$ cat src/rtl/bin2bcd_seq_pkg.sv
// Shared BCD constants and FSM encoding for the binary/BCD conversion blocks.
`timescale 1ns/1ps
package bcd_pkg;

    localparam int         BCD_DIGIT_W    = 4;
    localparam logic [3:0] BCD_ADJ_THRESH = 4'd5;
    localparam logic [3:0] BCD_ADJ_ADD    = 4'd3;

    typedef enum logic [1:0] {
        ST_IDLE  = 2'd0,
        ST_SHIFT = 2'd1,
        ST_DONE  = 2'd2
    } state_t;

endpackage

$ cat src/rtl/bin2bcd_seq_if.sv
// Request/response bundle of the iterative binary-to-BCD converter.
`timescale 1ns/1ps
interface bin2bcd_seq_if #(
    parameter int WIDTH  = 8,
    parameter int DIGITS = 3
);
    // Valid/ready: a transfer happens on a rising edge where valid and ready are
    // both high; the source keeps valid and data steady until that edge.
    logic                  in_valid;
    logic                  in_ready;
    logic [WIDTH-1:0]      bin;
    logic                  out_valid;
    logic                  out_ready;
    logic [4*DIGITS-1:0]   bcd;

    modport master (
        output in_valid, bin, out_ready,
        input  in_ready, out_valid, bcd
    );

    modport slave (
        input  in_valid, bin, out_ready,
        output in_ready, out_valid, bcd
    );

endinterface

$ cat src/rtl/bin2bcd_seq_digit_adj.sv
// One double-dabble correction: a 4-bit digit of 5 or more gets 3 added, no carry out.
`timescale 1ns/1ps
module bcd_digit_adj
    import bcd_pkg::*;
(
    input  logic [BCD_DIGIT_W-1:0] digit_i,
    output logic [BCD_DIGIT_W-1:0] digit_o
);

    always_comb begin
        digit_o = digit_i;
        if (digit_i >= BCD_ADJ_THRESH) begin
            digit_o = digit_i + BCD_ADJ_ADD;
        end
    end

endmodule

$ cat src/rtl/bin2bcd_seq.sv
// Iterative binary-to-BCD converter: one shift-and-add-3 step per clock, one job in flight.
`timescale 1ns/1ps
module bin2bcd_seq
    import bcd_pkg::*;
#(
    parameter int WIDTH  = 8,
    parameter int DIGITS = 3
) (
    input  logic          clk,
    input  logic          rst_n,
    bin2bcd_seq_if.slave  bus,
    output state_t        state_o
);

    localparam int BW    = DIGITS * BCD_DIGIT_W;
    localparam int SW    = BW + WIDTH;
    localparam int CNT_W = $clog2(WIDTH + 1);

    state_t           state_q, state_d;
    logic [SW-1:0]    scratch_q, scratch_d;
    logic [CNT_W-1:0] count_q, count_d;
    logic [BW-1:0]    bcd_q, bcd_d;

    logic [BW-1:0]    adj_digits;
    logic [SW-1:0]    shifted;

    for (genvar g = 0; g < DIGITS; g++) begin : g_adj
        bcd_digit_adj u_adj (
            .digit_i (scratch_q[WIDTH + BCD_DIGIT_W*g +: BCD_DIGIT_W]),
            .digit_o (adj_digits[BCD_DIGIT_W*g +: BCD_DIGIT_W])
        );
    end

    // Adjust first, then shift; the adjusted top bit can never be set with legal parameters.
    assign shifted = {adj_digits[BW-2:0], scratch_q[WIDTH-1:0], 1'b0};

    always_ff @(posedge clk) begin
        if (!rst_n) begin
            state_q   <= ST_IDLE;
            scratch_q <= '0;
            count_q   <= '0;
            bcd_q     <= '0;
        end else begin
            state_q   <= state_d;
            scratch_q <= scratch_d;
            count_q   <= count_d;
            bcd_q     <= bcd_d;
        end
    end

    always_comb begin
        state_d   = state_q;
        scratch_d = scratch_q;
        count_d   = count_q;
        bcd_d     = bcd_q;
        case (state_q)
            ST_IDLE: begin
                if (bus.in_valid) begin
                    state_d   = ST_SHIFT;
                    scratch_d = {{BW{1'b0}}, bus.bin};
                    count_d   = CNT_W'(WIDTH);
                end
            end
            ST_SHIFT: begin
                scratch_d = shifted;
                count_d   = count_q - CNT_W'(1);
                if (count_q == CNT_W'(1)) begin
                    state_d = ST_DONE;
                    bcd_d   = shifted[SW-1:WIDTH];
                end
            end
            ST_DONE: begin
                if (bus.out_ready) begin
                    state_d = ST_IDLE;
                end
            end
            default: state_d = ST_IDLE;
        endcase
    end

    always_comb begin
        bus.in_ready  = (state_q == ST_IDLE);
        bus.out_valid = (state_q == ST_DONE);
    end

    assign bus.bcd = bcd_q;
    assign state_o = state_q;

endmodule

$ cat src/flat_wrapper.sv
// flat-port wrapper written by rule: the top's interface ports become plain ports
module bin2bcd_seq_flat import bcd_pkg::*;
#(
    parameter int WIDTH  = 8,
    parameter int DIGITS = 3
)
  (clk, rst_n, state_o, bus_in_valid, bus_bin, bus_out_ready, bus_in_ready, bus_out_valid, bus_bcd);
  bin2bcd_seq_if #(.WIDTH(WIDTH), .DIGITS(DIGITS)) bus_i ();
  input  logic clk;
  input  logic rst_n;
  output state_t state_o;
  input wire logic [$bits(bus_i.in_valid)-1:0] bus_in_valid;
  input wire logic [$bits(bus_i.bin)-1:0] bus_bin;
  input wire logic [$bits(bus_i.out_ready)-1:0] bus_out_ready;
  output wire logic [$bits(bus_i.in_ready)-1:0] bus_in_ready;
  output wire logic [$bits(bus_i.out_valid)-1:0] bus_out_valid;
  output wire logic [$bits(bus_i.bcd)-1:0] bus_bcd;
  assign bus_i.in_valid = bus_in_valid;
  assign bus_i.bin = bus_bin;
  assign bus_i.out_ready = bus_out_ready;
  assign bus_in_ready = bus_i.in_ready;
  assign bus_out_valid = bus_i.out_valid;
  assign bus_bcd = bus_i.bcd;
  bin2bcd_seq #(.WIDTH(WIDTH), .DIGITS(DIGITS)) u_core (.clk(clk), .rst_n(rst_n), .bus(bus_i), .state_o(state_o));
endmodule
$ cat config.mk
export PLATFORM = sky130hd
export DESIGN_NAME = bin2bcd_seq_flat
export DESIGN_NICKNAME = d
export VERILOG_FILES = /design/src/rtl/bin2bcd_seq_pkg.sv /design/src/rtl/bin2bcd_seq_if.sv /design/src/rtl/bin2bcd_seq_digit_adj.sv /design/src/rtl/bin2bcd_seq.sv /design/src/flat_wrapper.sv
export SDC_FILE = /design/constraint.sdc
export NUM_CORES = 1
export LEC_CHECK = 0
export ABC_AREA = 1
export CELL_PAD_IN_SITES_DETAIL_PLACEMENT = 2
export CELL_PAD_IN_SITES_GLOBAL_PLACEMENT = 2
export CORE_ASPECT_RATIO = 0.6
export CORE_MARGIN = 5
export CORE_UTILIZATION = 38
export CTS_BUF_LIST = sky130_fd_sc_hd__clkbuf_16
export CTS_CLUSTER_DIAMETER = 40
export DETAILED_ROUTE_END_ITERATION = 10
export DONT_BUFFER_PORTS = 1
export PLACE_DENSITY = 0.92
export REMOVE_ABC_BUFFERS = 1
export SYNTH_ARGS = -nofsm -noshare
export SYNTH_HDL_FRONTEND = slang
export SYNTH_SLANG_ARGS = --single-unit
$ cat constraint.sdc
create_clock -name clk -period 2.8 [get_ports clk]
set_input_delay 0.14 -clock clk [delete_from_list [all_inputs] [get_ports clk]]
set_output_delay 0.14 -clock clk [all_outputs]
set_load 0.01 [all_outputs]
==> metrics.md, run 1 <==
| Metric | Value |
|---|---|
| Final core occ | 43.5% |
| Core area | 4610 um2 |
| Total gr overflow | 0 |
| Commonest non-fill, non-tap cells in the layout | nand2_1 (64), dfxtp_1 (38), a21oi_1 (26) |
| Final setup vio count | 0 |
| Root buffer cell | clkbuf_16 |
| Simple-Gate Fraction of Synth Area | 26.1% |
| CP startpoint kind | flop |
| Max incr delay on CP | around 0.34 ns |
| Crit path buf inv count | 2 |
| Worst slew margin | 47.2% |
| Final Slew Violations | 0 |
| Reg2Reg Depth | 7 |
| Transition time at the pin with the least slew margin | 0.791 ns |
| Maximum buffer depth of the clock tree | 2 |
| Worst path slowest cell | nor2_4 |
| First-pass GRT wire length | 9.48 mm |
| Postcts setup bufs | 0 |
| PwrDens | 620 nW/um2 |
| Vias | 1,613 |
| CTS resizes | 0 |
| Row Count | 19 |
| Most used cell along the critical path | nor2_1 |
| H-tree lvl count | 2 |
| CP Class | flop to flop |
| Critical R2R Launch | u_core.count_q[1]$_SDFFE_PN0P_ |
| Crit. End Element | flop |
| #FFs+latches synth | 38 |
| Status | complete, no violations |
| Final ANT Viol Nets | 0 |
| Synth Area per Inst | 7.41 um2 |
| Placed cell areas | 1850 um2 |
| Lkg Pwr | ~0.81 nW |
| Worst r2r dst | u_core.bus.bcd[7]$_SDFFE_PN0P_ |
| Register-to-register path setup slack | 1.10 ns |
| Max Fanout on Critical Path | 15 |
| Fmax | roughly 0.6 GHz |
| Worst hold stages | 2 |
| ANT cells | 0 |
| Starting Density | 39.7% |
| Detail Placement HPWL | between 3 and 4 mm |
| Hold/Removal Path Class | primary input to flop |
| Multiplexer share of the synthesized area | 0% |
| Layout cells sized above 1 | 8.43% |
| Fin crit period | 1.70 ns |
| Synth Instances | about 250 |
| Min-delay src | bus_bin[0] |
| DRC | 0 |
| Width of the die | roughly 100 um |
| Post-synthesis sequential area ratio | 41.6% |
| Final wirelength | a little under 6 mm |
| 1st-pass router iterations | 4 |
| Skew final | approximately 0.0086 ns |
| Initial antenna violation count | 0 |
| Later-pin clock latency in the skew report | 0.29 ns |
| Most common cell after layout, fill and taps aside | nand2_1 |
| Top Family by Delay on Critical Path | simple AND/OR/NAND/NOR gates |
| Worst path arrival time | between 1.5 and 2 ns |
| Pin count of the biggest net entering global routing | 25 |
| Post-route design area | 2000 um2 |
| I/O Buffers | 0 |
| Largest family of logic cells by synthesized area | simple AND/OR/NAND/NOR gates |
| Final Hold Fails | 0 |
| Number of I/O pins | 28 |
| Max IR drop VDD | 0.000260 V |
| Die area | between 6000 and 7000 um2 |
| Clock transition at the registers of the reported paths | about 0.06 ns |
| Final Wtd Congestion | ~0.80 |
| Post-Synth Adder-Cell Area | under 10% |
| Die H | 63.8 um |
| Wirelength per Cell | about 19 um |
| RSZ-0062 raised after global routing | no |
| GRT Total Usage | 19.3% |
| CP Cell Sequence | inv_1 > ha_1 > nand3_2 > nor2_4 > inv_2 > nor2_1 > nor2_1 |
| Total CTS buffers | 5 |
| Drt first-iter violations | 59 |
| Final worst path period share | between 60% and 70% |
| Req. time, crit path | ~3 ns |
| Max-cap violations | 0 |
| Final nets | 268 |
| Via-to-Cell Ratio | 5.17 |
| CTS tree | built |
| Hold_buf cts | 2 |
| Sink Count | 38 |
| Final TNS setup | 0 ns |
| Layout area overhead | 9.50% |
| Vias in the first global route | 1,781 |
| Synth cell types | 25 |
| Mapped Area | roughly 1800 um2 |
| XOR/XNOR share of the synthesized area | 0% |
| Yosys warns | 0 |
| Hold EP | u_core.scratch_q[0]$_SDFFE_PN0P_ |
| Synth Area in Compound Gates | 17.6% |
==> worst reg2reg max path, stage by stage, from the launching register on <==
cell and delay (ns):
dfxtp_1 0.33, inv_1 0.12, ha_1 0.20, nand3_2 0.13, nor2_4 0.34, inv_2 0.23, nor2_1 0.17, nor2_1 0.06
==> synthesized netlist by cell type <==
| cell type | count | area [um2] |
|---|---|---|
| inv_2 | 4 | 15.0 |
| inv_1 | 23 | 86.3 |
| a21oi_1 | 26 | 130 |
| buf_1 | 1 | 3.75 |
| nand2_4 | 2 | 22.5 |
| o22ai_1 | 1 | 6.26 |
| o21ai_0 | 13 | 65.1 |
| ha_1 | 8 | 100 |
| nand3_1 | 15 | 75.1 |
| a21oi_2 | 7 | 61.3 |
| a22oi_1 | 5 | 37.5 |
| nand2_1 | 64 | 240 |
| clkbuf_2 | 1 | 5.00 |
| and2_1 | 1 | 6.26 |
| clkbuf_1 | 1 | 3.75 |
| buf_6 | 3 | 33.8 |
| inv_4 | 1 | 6.26 |
| nor2_4 | 1 | 11.3 |
| dfxtp_1 | 38 | 761 |
| nand3_2 | 1 | 10.0 |
| nand4_1 | 6 | 37.5 |
| o21a_1 | 2 | 15.0 |
| nor2_1 | 20 | 75.1 |
| buf_4 | 2 | 15.0 |
| o211ai_1 | 1 | 7.51 |
==> metrics by stage <==
stage / worst slack (ns) / cells / power [mW] / hold WS, ns
2_1_floorplan: 1.56 / 239 / 0.669 / 0.238
3_3_place_gp: 1.33 / 302 / 0.696 / 0.246
3_5_place_dp: 1.25 / 302 / 0.703 / 0.248
4_1_cts: 1.12 / 312 / 1.25 / 0.000762
5_1_grt: 0.997 / 312 / 1.30 / 0.00441
6_report: 1.10 / 312 / 1.24 / 0.00228
==> flip-flops by register name, summed over array words and instances (netlist names) <==
register	cells
u_core.scratch_q	20
u_core.bus.bcd	12
u_core.count_q	4
u_core.state_o	2
==> power breakdown <==
part	total [mW]	switching, mW	internal, mW
Sequential	0.586	0.0227	0.564
Combinational	0.113	0.0808	0.0323
Clock	0.543	0.223	0.321
==> layer usage <==
metal	vias to the layer above	GRT usage (%)	share of wire, %
met2	25	31.3	45
met5	-	0	0
met4	0	5.62	1.4
met3	9	6.41	5.4
met1	770	24.6	48
li1	809	-	-
==> cell type report <==
type                            count  area (um2)
Multi-Input combinational cell    173         901
Sequential cell                    38         761
Clock buffer                        5         125
Fill cell                         550        2610
Timing Repair Buffer                2        20.0
Clock inverter                      3        11.3
Inverter                           28         108
Tap cell                           63        78.8
==> worst max-delay path by stage <==
| stage | from | cells after the start | end | slack [ns] |
|---|---|---|---|---|
| 4_1_cts | u_core.count_q[1]$_SDFFE_PN0P_ | 7 | u_core.bus.bcd[7]$_SDFFE_PN0P_ | 1.12 |
| 3_5_place_dp | u_core.count_q[1]$_SDFFE_PN0P_ | 7 | u_core.bus.bcd[7]$_SDFFE_PN0P_ | 1.25 |
| 2_1_floorplan | u_core.count_q[1]$_SDFFE_PN0P_ | 7 | u_core.bus.bcd[0]$_SDFFE_PN0P_ | 1.56 |
| 6_report | u_core.count_q[1]$_SDFFE_PN0P_ | 7 | u_core.bus.bcd[7]$_SDFFE_PN0P_ | 1.10 |
| 3_3_place_gp | u_core.count_q[1]$_SDFFE_PN0P_ | 7 | u_core.bus.bcd[2]$_SDFFE_PN0P_ | 1.33 |
| 5_1_grt | u_core.count_q[1]$_SDFFE_PN0P_ | 7 | u_core.bus.bcd[3]$_SDFFE_PN0P_ | 1.0 |
==> cells by family after synthesis <==
kind of cell,count (synthesis)
AO/OA/AOI/OAI,55
adder cells (fa/ha/maj),8
buffers and inverters,36
flip-flops,38
AND/OR/NAND/NOR,110
No activity file was read; power rests on OpenSTA's default activity.
==> inputs of run 2 (changes only) <==
--- a/config.mk
+++ b/config.mk
@@ -10,12 +10,12 @@
 export CELL_PAD_IN_SITES_GLOBAL_PLACEMENT = 2
 export CORE_ASPECT_RATIO = 0.6
 export CORE_MARGIN = 5
-export CORE_UTILIZATION = 38
+export CORE_UTILIZATION = 32
 export CTS_BUF_LIST = sky130_fd_sc_hd__clkbuf_16
 export CTS_CLUSTER_DIAMETER = 40
 export DETAILED_ROUTE_END_ITERATION = 10
 export DONT_BUFFER_PORTS = 1
-export PLACE_DENSITY = 0.92
+export PLACE_DENSITY = 0.83
 export REMOVE_ABC_BUFFERS = 1
 export SYNTH_ARGS = -nofsm -noshare
 export SYNTH_HDL_FRONTEND = slang
==> constraint.sdc (replaced) <==
create_clock -name clk -period 1.4 [get_ports clk]
set_input_delay 0.07 -clock clk [delete_from_list [all_inputs] [get_ports clk]]
set_output_delay 0.07 -clock clk [all_outputs]
set_load 0.01 [all_outputs]
==> run 2 against run 1 <==
Effect of this change:
- sequential share of layout area fell by 4.2 points
- non-clock buffer count is 13 higher
- sequential power rose by 100%
- global-route usage fell by 1.9 points
- routed wire length rose by 2.5%
- fmax rose by 28%
- hold slack gained 0.0034 ns
- sequential cell count is the same
- count of clock-buffer cells in the layout stayed put
- largest cell class unchanged
- highest routed layer unchanged
==> metrics.md, run 2 (synthesis results as in run 1) <==
| Metric | Value |
|---|---|
| Drt first-iter violations | 52 (was 59) |
| GRT Total Usage | 17.4% (was 19.3%) |
| Top reg by flops | u_core.scratch_q (unchanged) |
| Number of fill cells | 654 (was 550) |
| RSZ-0062 raised after global routing | no (unchanged) |
| Min-delay src | bus_bin[7] (was bus_bin[0]) |
| Final wirelength | 5.96 mm (was 5.81 mm) |
| Max Fanout on Critical Path | 7 (was 15) |
| Layout cells sized above 1 | 18.3% (was 8.43%) |
| Die H | 68.6 um (was 63.8 um) |
| ANT cells | 0 (unchanged) |
| Final ANT Viol Nets | 0 (unchanged) |
| Sink Count | 38 (unchanged) |
| Crit. End Element | flop (unchanged) |
| First-pass GRT wire length | 9.56 mm (was 9.48 mm) |
| Final Wtd Congestion | 0.796 (was 0.803) |
| Final Hold Fails | 0 (unchanged) |
| Total Power | 2.97 mW (was 1.24 mW) |
| Die area | 7380 um2 (was 6350 um2) |
| Skew final | 0.00736 ns (was 0.00856 ns) |
| Detail Placement HPWL | 3.93 mm (was 3.79 mm) |
| DRC | 0 (unchanged) |
| CP Class | flop to flop (unchanged) |
| H-tree lvl count | 2 (unchanged) |
| Starting Density | 32.9% (was 39.7%) |
| Clock transition at the registers of the reported paths | 0.06 ns (about the same) |
| Wirelength per Cell | 17.4 um (was 18.6 um) |
| Pin count of the biggest net entering global routing | 20 (was 25) |
| Maximum buffer depth of the clock tree | 2 (unchanged) |
| Critical R2R Launch | u_core.count_q[1]$_SDFFE_PN0P_ (unchanged) |
| Initial antenna violation count | 0 (unchanged) |
| Lkg Pwr | 0.944 nW (was 0.814 nW) |
| Largest register FFs | 20 (unchanged) |
| Fin crit period | 1.33 ns (was 1.70 ns) |
| Worst path arrival time | 1.55 ns (was 1.87 ns) |
| Root buffer cell | clkbuf_16 (unchanged) |
| Core area | 5570 um2 (was 4610 um2) |
| Worst hold slack | 0.00564 ns (was 0.00228 ns) |
| Final nets | 281 (was 268) |
| Top Family by Delay on Critical Path | simple AND/OR/NAND/NOR gates (unchanged) |
| CP startpoint kind | flop (unchanged) |
| Row Count | 21 (was 19) |
| Max IR drop VDD | 0.000600 V (was 0.000260 V) |
| Later-pin clock latency in the skew report | 0.29 ns (about the same) |
| Register-to-register path setup slack | 0.07 ns (was 1.10 ns) |
| Width of the die | 108 um (was 99.6 um) |
| Commonest non-fill, non-tap cells in the layout | nand2_1 (59), dfxtp_1 (34), a21oi_1 (26) (was nand2_1 (64), dfxtp_1 (38), a21oi_1 (26)) |
| Crit path buf inv count | 2 (unchanged) |
| Worst slew margin | 57.8% (was 47.2%) |
| Total CTS buffers | 5 (unchanged) |
| CTS tree | built (unchanged) |
| Vias | 1,702 (was 1,613) |
| Via-to-Cell Ratio | 4.98 (was 5.17) |
| Most common cell after layout, fill and taps aside | nand2_1 (unchanged) |
| PwrDens | 1310 nW/um2 (was 620 nW/um2) |
| Final worst path period share | 94.6% (was 60.6%) |
| Final setup vio count | 0 (unchanged) |
| Status | complete, no violations (unchanged) |
| Final TNS setup | 0 ns (unchanged) |
| Final Slew Violations | 0 (unchanged) |
| Total gr overflow | 0 (unchanged) |
| Postcts setup bufs | 0 (unchanged) |
| Worst r2r dst | u_core.bus.bcd[5]$_SDFFE_PN0P_ (was u_core.bus.bcd[7]$_SDFFE_PN0P_) |
| Layout area overhead | 23.9% (was 9.50%) |
| Req. time, crit path | 1.63 ns (was 2.97 ns) |
| Reg2Reg Depth | 7 (unchanged) |
| Worst path slowest cell | dfxtp_1 (was nor2_4) |
| 1st-pass router iterations | 4 (unchanged) |
| Vias in the first global route | 1,788 (was 1,781) |
| Max-cap violations | 0 (unchanged) |
| Hold/Removal Path Class | primary input to flop (unchanged) |
| Max incr delay on CP | 0.32 ns (was 0.34 ns) |
| Worst hold stages | 2 (unchanged) |
| Number of I/O pins | 28 (unchanged) |
| I/O Buffers | 0 (unchanged) |
| CP Cell Sequence | inv_2 > ha_4 > nand3_4 > nor2_4 > buf_6 > o21ai_0 > nor2_1 (was inv_1 > ha_1 > nand3_2 > nor2_4 > inv_2 > nor2_1 > nor2_1) |
| Fmax | 0.755 GHz (was 0.590 GHz) |
| Hold EP | u_core.scratch_q[7]$_SDFFE_PN0P_ (was u_core.scratch_q[0]$_SDFFE_PN0P_) |
| Transition time at the pin with the least slew margin | 0.632 ns (was 0.791 ns) |
[run 2: cell types whose count changed in the layout (fill, tap and decap cells not counted), moves of 3 or more]
| cell | before | now |
|---|---|---|
| buf_4 | 0 | 5 |
| clkinv_1 | 3 | 0 |
| dfxtp_1 | 38 | 34 |
| dfxtp_2 | 0 | 4 |
| dlygate4sd3_1 | 2 | 7 |
| inv_1 | 23 | 20 |
| nand2_1 | 64 | 59 |
| nand2_2 | 0 | 5 |
| nand3_1 | 15 | 12 |
[run 2: layout make-up]
cell class,count,area (um2),share of cell area [%]
clock buffer,5,125,5.52
clock inverter,3,68.8,3.03
timing repair buffer,15,150,6.62
tap,80,100,4.41
sequential,38,766,33.8
inverter,28,110,4.85
multi-input combinational,173,948,41.8
[run 2: repair_timing]
item / in CTS / in global routing
gates resized for setup: 1 / 22
pin swaps: 0 / 4
hold buffers: 7 / 0
endpoints found under the hold margin: 19 / 0
endpoints found under the setup margin: 4 / 18
[run 2: power by group]
group	total (mW)	leakage (nW)	internal (mW)	switching (mW)
clock	1.51	0.0940	1.02	0.488
sequential	1.17	0.311	1.13	0.0440
combinational	0.285	0.539	0.103	0.182
[run 2: worst max path at each step]
stage	startpoint	to	slack (ns)	depth (start not counted)
finish	u_core.count_q[1]$_SDFFE_PN0P_	u_core.bus.bcd[5]$_SDFFE_PN0P_	0.07	7
global route	u_core.scratch_q[8]$_SDFFE_PN0P_	u_core.bus.bcd[1]$_SDFFE_PN0P_	0.002	8
CTS	u_core.scratch_q[12]$_SDFFE_PN0P_	u_core.bus.bcd[6]$_SDFFE_PN0P_	0.006	8
detailed placement	u_core.scratch_q[12]$_SDFFE_PN0P_	u_core.bus.bcd[5]$_SDFFE_PN0P_	0.02	8
global placement	u_core.count_q[1]$_SDFFE_PN0P_	u_core.bus.bcd[5]$_SDFFE_PN0P_	0.06	7
floorplan	u_core.count_q[1]$_SDFFE_PN0P_	u_core.bus.bcd[0]$_SDFFE_PN0P_	0.16	7
[run 2: layer usage]
layer / vias up / GRT usage [%] / wire length [um]
li1: 832 / - / -
met1: 827 / 22.7 / 2880
met2: 31 / 27.5 / 2670
met4: 0 / 6.77 / 122
met5: - / 0 / 0
met3: 12 / 4.84 / 293
[run 2: through the flow]
stage               area, um2  instances  utilization (%)  worst slack (ns)
finish                   2270        342             40.7            0.0749
global route             2270        342             40.7           0.00202
CTS                      2210        342             39.7           0.00621
detailed placement       1940        327             34.9            0.0231
global placement         1940        327             34.9            0.0566
floorplan                1770        239                -             0.156
==> inputs of run 3 (changes only) <==
==> constraint.sdc (replaced) <==
create_clock -name clk -period 1.2 [get_ports clk]
set_input_delay 0.06 -clock clk [delete_from_list [all_inputs] [get_ports clk]]
set_output_delay 0.06 -clock clk [all_outputs]
set_load 0.01 [all_outputs]
==> run 3 against run 2 <==
Effect of this change:
- the flow now finishes with violations (hold timing, setup timing)
- count of clock-buffer cells in the layout stayed put
- power rose by 5.7%
- clock skew rose by 0.0019 ns
- largest power group is now sequential cells
- highest routed layer unchanged
==> metrics.md, run 3 (synthesis results as in run 1) <==
| Metric | Value |
|---|---|
| Status | finished with violations (was complete, no violations) |
| Failing checks | hold timing, setup timing |
| Detail Placement HPWL | 4.35 mm (was 3.93 mm) |
| Final setup vio count | 18 (was 0) |
| Final TNS setup | -0.973 ns (was 0 ns) |
| Wirelength per Cell | 19.7 um (was 17.4 um) |
| Layout area overhead | 47.4% (was 23.9%) |
| DRC | 0 (unchanged) |
| GRT Total Usage | 20.4% (was 17.4%) |
| Commonest non-fill, non-tap cells in the layout | nand2_1 (49), dfxtp_1 (27), buf_4 (24) (was nand2_1 (59), dfxtp_1 (34), a21oi_1 (26)) |
| Clock transition at the registers of the reported paths | 0.07 ns (was 0.06 ns) |
| Maximum buffer depth of the clock tree | 2 (unchanged) |
| CP Class | flop to flop (unchanged) |
| Die H | 68.6 um (unchanged) |
| Worst slew margin | 80.2% (was 57.8%) |
| Sink Count | 38 (unchanged) |
| Width of the die | 108 um (unchanged) |
| Later-pin clock latency in the skew report | 0.29 ns (about the same) |
| Drt first-iter violations | 74 (was 52) |
| Starting Density | 32.9% (unchanged) |
| Max IR drop VDD | 0.000500 V (was 0.000600 V) |
| Post-route design area | 2700 um2 (was 2270 um2) |
| Skew final | 0.00924 ns (was 0.00736 ns) |
| Final nets | 304 (was 281) |
| CP startpoint kind | flop (unchanged) |
| Vias in the first global route | 2,098 (was 1,788) |
| Fin crit period | 1.29 ns (was 1.33 ns) |
| PwrDens | 1160 nW/um2 (was 1310 nW/um2) |
| Final worst path period share | 108% (was 94.6%) |
| ANT cells | 0 (unchanged) |
| Initial antenna violation count | 0 (unchanged) |
| Crit. End Element | flop (unchanged) |
| Placed cell areas | 2090 um2 (was 1940 um2) |
| Root buffer cell | clkbuf_16 (unchanged) |
| Pin count of the biggest net entering global routing | 20 (unchanged) |
| Core area | 5570 um2 (unchanged) |
| Via-to-Cell Ratio | 5.14 (was 4.98) |
| Transition time at the pin with the least slew margin | 0.296 ns (was 0.632 ns) |
| Worst hold slack | -0.129 ns (was 0.00564 ns) |
| Hold_buf cts | 7 (unchanged) |
| Max Fanout on Critical Path | 5 (was 7) |
| 1st-pass router iterations | 4 (unchanged) |
| Worst setup margin | -0.0906 ns (was 0.0749 ns) |
| I/O Buffers | 0 (unchanged) |
| RSZ-0062 raised after global routing | yes (was no) |
| Worst path arrival time | 1.48 ns (was 1.55 ns) |
| Layout cells sized above 1 | 43.9% (was 18.3%) |
| Max-cap violations | 0 (unchanged) |
| Final Wtd Congestion | 0.817 (was 0.796) |
| CTS tree | built (unchanged) |
| Final wirelength | 7.19 mm (was 5.96 mm) |
| Req. time, crit path | 1.39 ns (was 1.63 ns) |
| Final Slew Violations | 0 (unchanged) |
| Number of I/O pins | 28 (unchanged) |
| Die area | 7380 um2 (unchanged) |
| Top reg by flops | u_core.scratch_q (unchanged) |
| Largest register FFs | 20 (unchanged) |
| Most common cell after layout, fill and taps aside | nand2_1 (unchanged) |
| H-tree lvl count | 2 (unchanged) |
| Total gr overflow | 0 (unchanged) |
| Row Count | 21 (unchanged) |
| Fmax | 0.775 GHz (was 0.755 GHz) |
| First-pass GRT wire length | 11.2 mm (was 9.56 mm) |
| Final ANT Viol Nets | 0 (unchanged) |
| Final Hold Fails | 14 (was 0) |
| Hold/Removal Path Class | primary input to flop (unchanged) |
| Vias | 1,876 (was 1,702) |
| Total CTS buffers | 5 (unchanged) |
| DP Worst Slack | -0.231 ns (was 0.0231 ns) |
| Lkg Pwr | 1.21 nW (was 0.944 nW) |
run 3: changes by cell type in the layout (fill, tap and decap cells not counted), moves of 8 or more:
cell	before	now
nand2_1	59	49
a21oi_1	26	18
a21oi_2	7	15
buf_4	5	24
nand2_4	2	12
run 3: layout make-up:
cell class	instances	area, um2
clock buffer	5	125
clock inverter	3	17.5
fill	635	2870
inverter	28	130
multi-input combinational	173	1210
sequential	38	777
tap	80	100
timing repair buffer	37	335
timing repair inverter	1	6.26
run 3: path summary, 6_finish.rpt:
check,startpoint,to,slack (ns),cells past startpoint
setup reg to reg,u_core.count_q[1]$_SDFFE_PN0P_,u_core.bus.bcd[1]$_SDFFE_PN0P_,-0.09,8
setup / recovery,u_core.count_q[1]$_SDFFE_PN0P_,u_core.bus.bcd[1]$_SDFFE_PN0P_,-0.09,8
hold reg to reg,u_core.scratch_q[1]$_SDFFE_PN0P_,u_core.scratch_q[1]$_SDFFE_PN0P_,0.47,2
hold / removal,rst_n,u_core.scratch_q[4]$_SDFFE_PN0P_,-0.13,2
run 3: worst max-delay path, stage by stage, from the launching register on:
cell and delay, ns:
dfxtp_2 0.32, inv_2 0.07, ha_4 0.14, nand3_4 0.07, nor2_4 0.21, buf_4 0.17
inv_4 0.05, a21oi_2 0.10, nor2_1 0.05
run 3: through the flow:
| step | total power [mW] | util (%) | hold WS, ns | std cells |
|---|---|---|---|---|
| after global placement | 1.71 | 37.5 | 0.164 | 345 |
| after global routing | 3.27 | 48.4 | -0.126 | 365 |
| after floorplan | 1.56 | - | 0.158 | 239 |
| after CTS | 3.10 | 46.0 | -0.132 | 364 |
| after detailed placement | 1.72 | 37.5 | 0.169 | 345 |
| final | 3.14 | 48.4 | -0.129 | 365 |
run 3: routing by layer:
layer  GRT usage (%)  up-vias  part of all wire [%]
met3            4.28       12                   3.4
met2            37.7       35                    50
li1                -      883                     -
met5               0        -                     0
met1            23.8      946                    45
met4            7.56        0                   1.7
run 3: timing repair:
item / 4_1_cts / 5_1_grt
gates resized for setup: 72 / 36
pin swaps: 28 / 23
setup buffers: 4 / 1
cloned: 0 / 1
endpoints found under the hold margin: 21 / 14
endpoints found under the setup margin: 25 / 34
run 3: power by group:
part	switching [mW]	internal [mW]
clock	0.577	0.764
sequential	0.0492	1.31
combinational	0.251	0.183
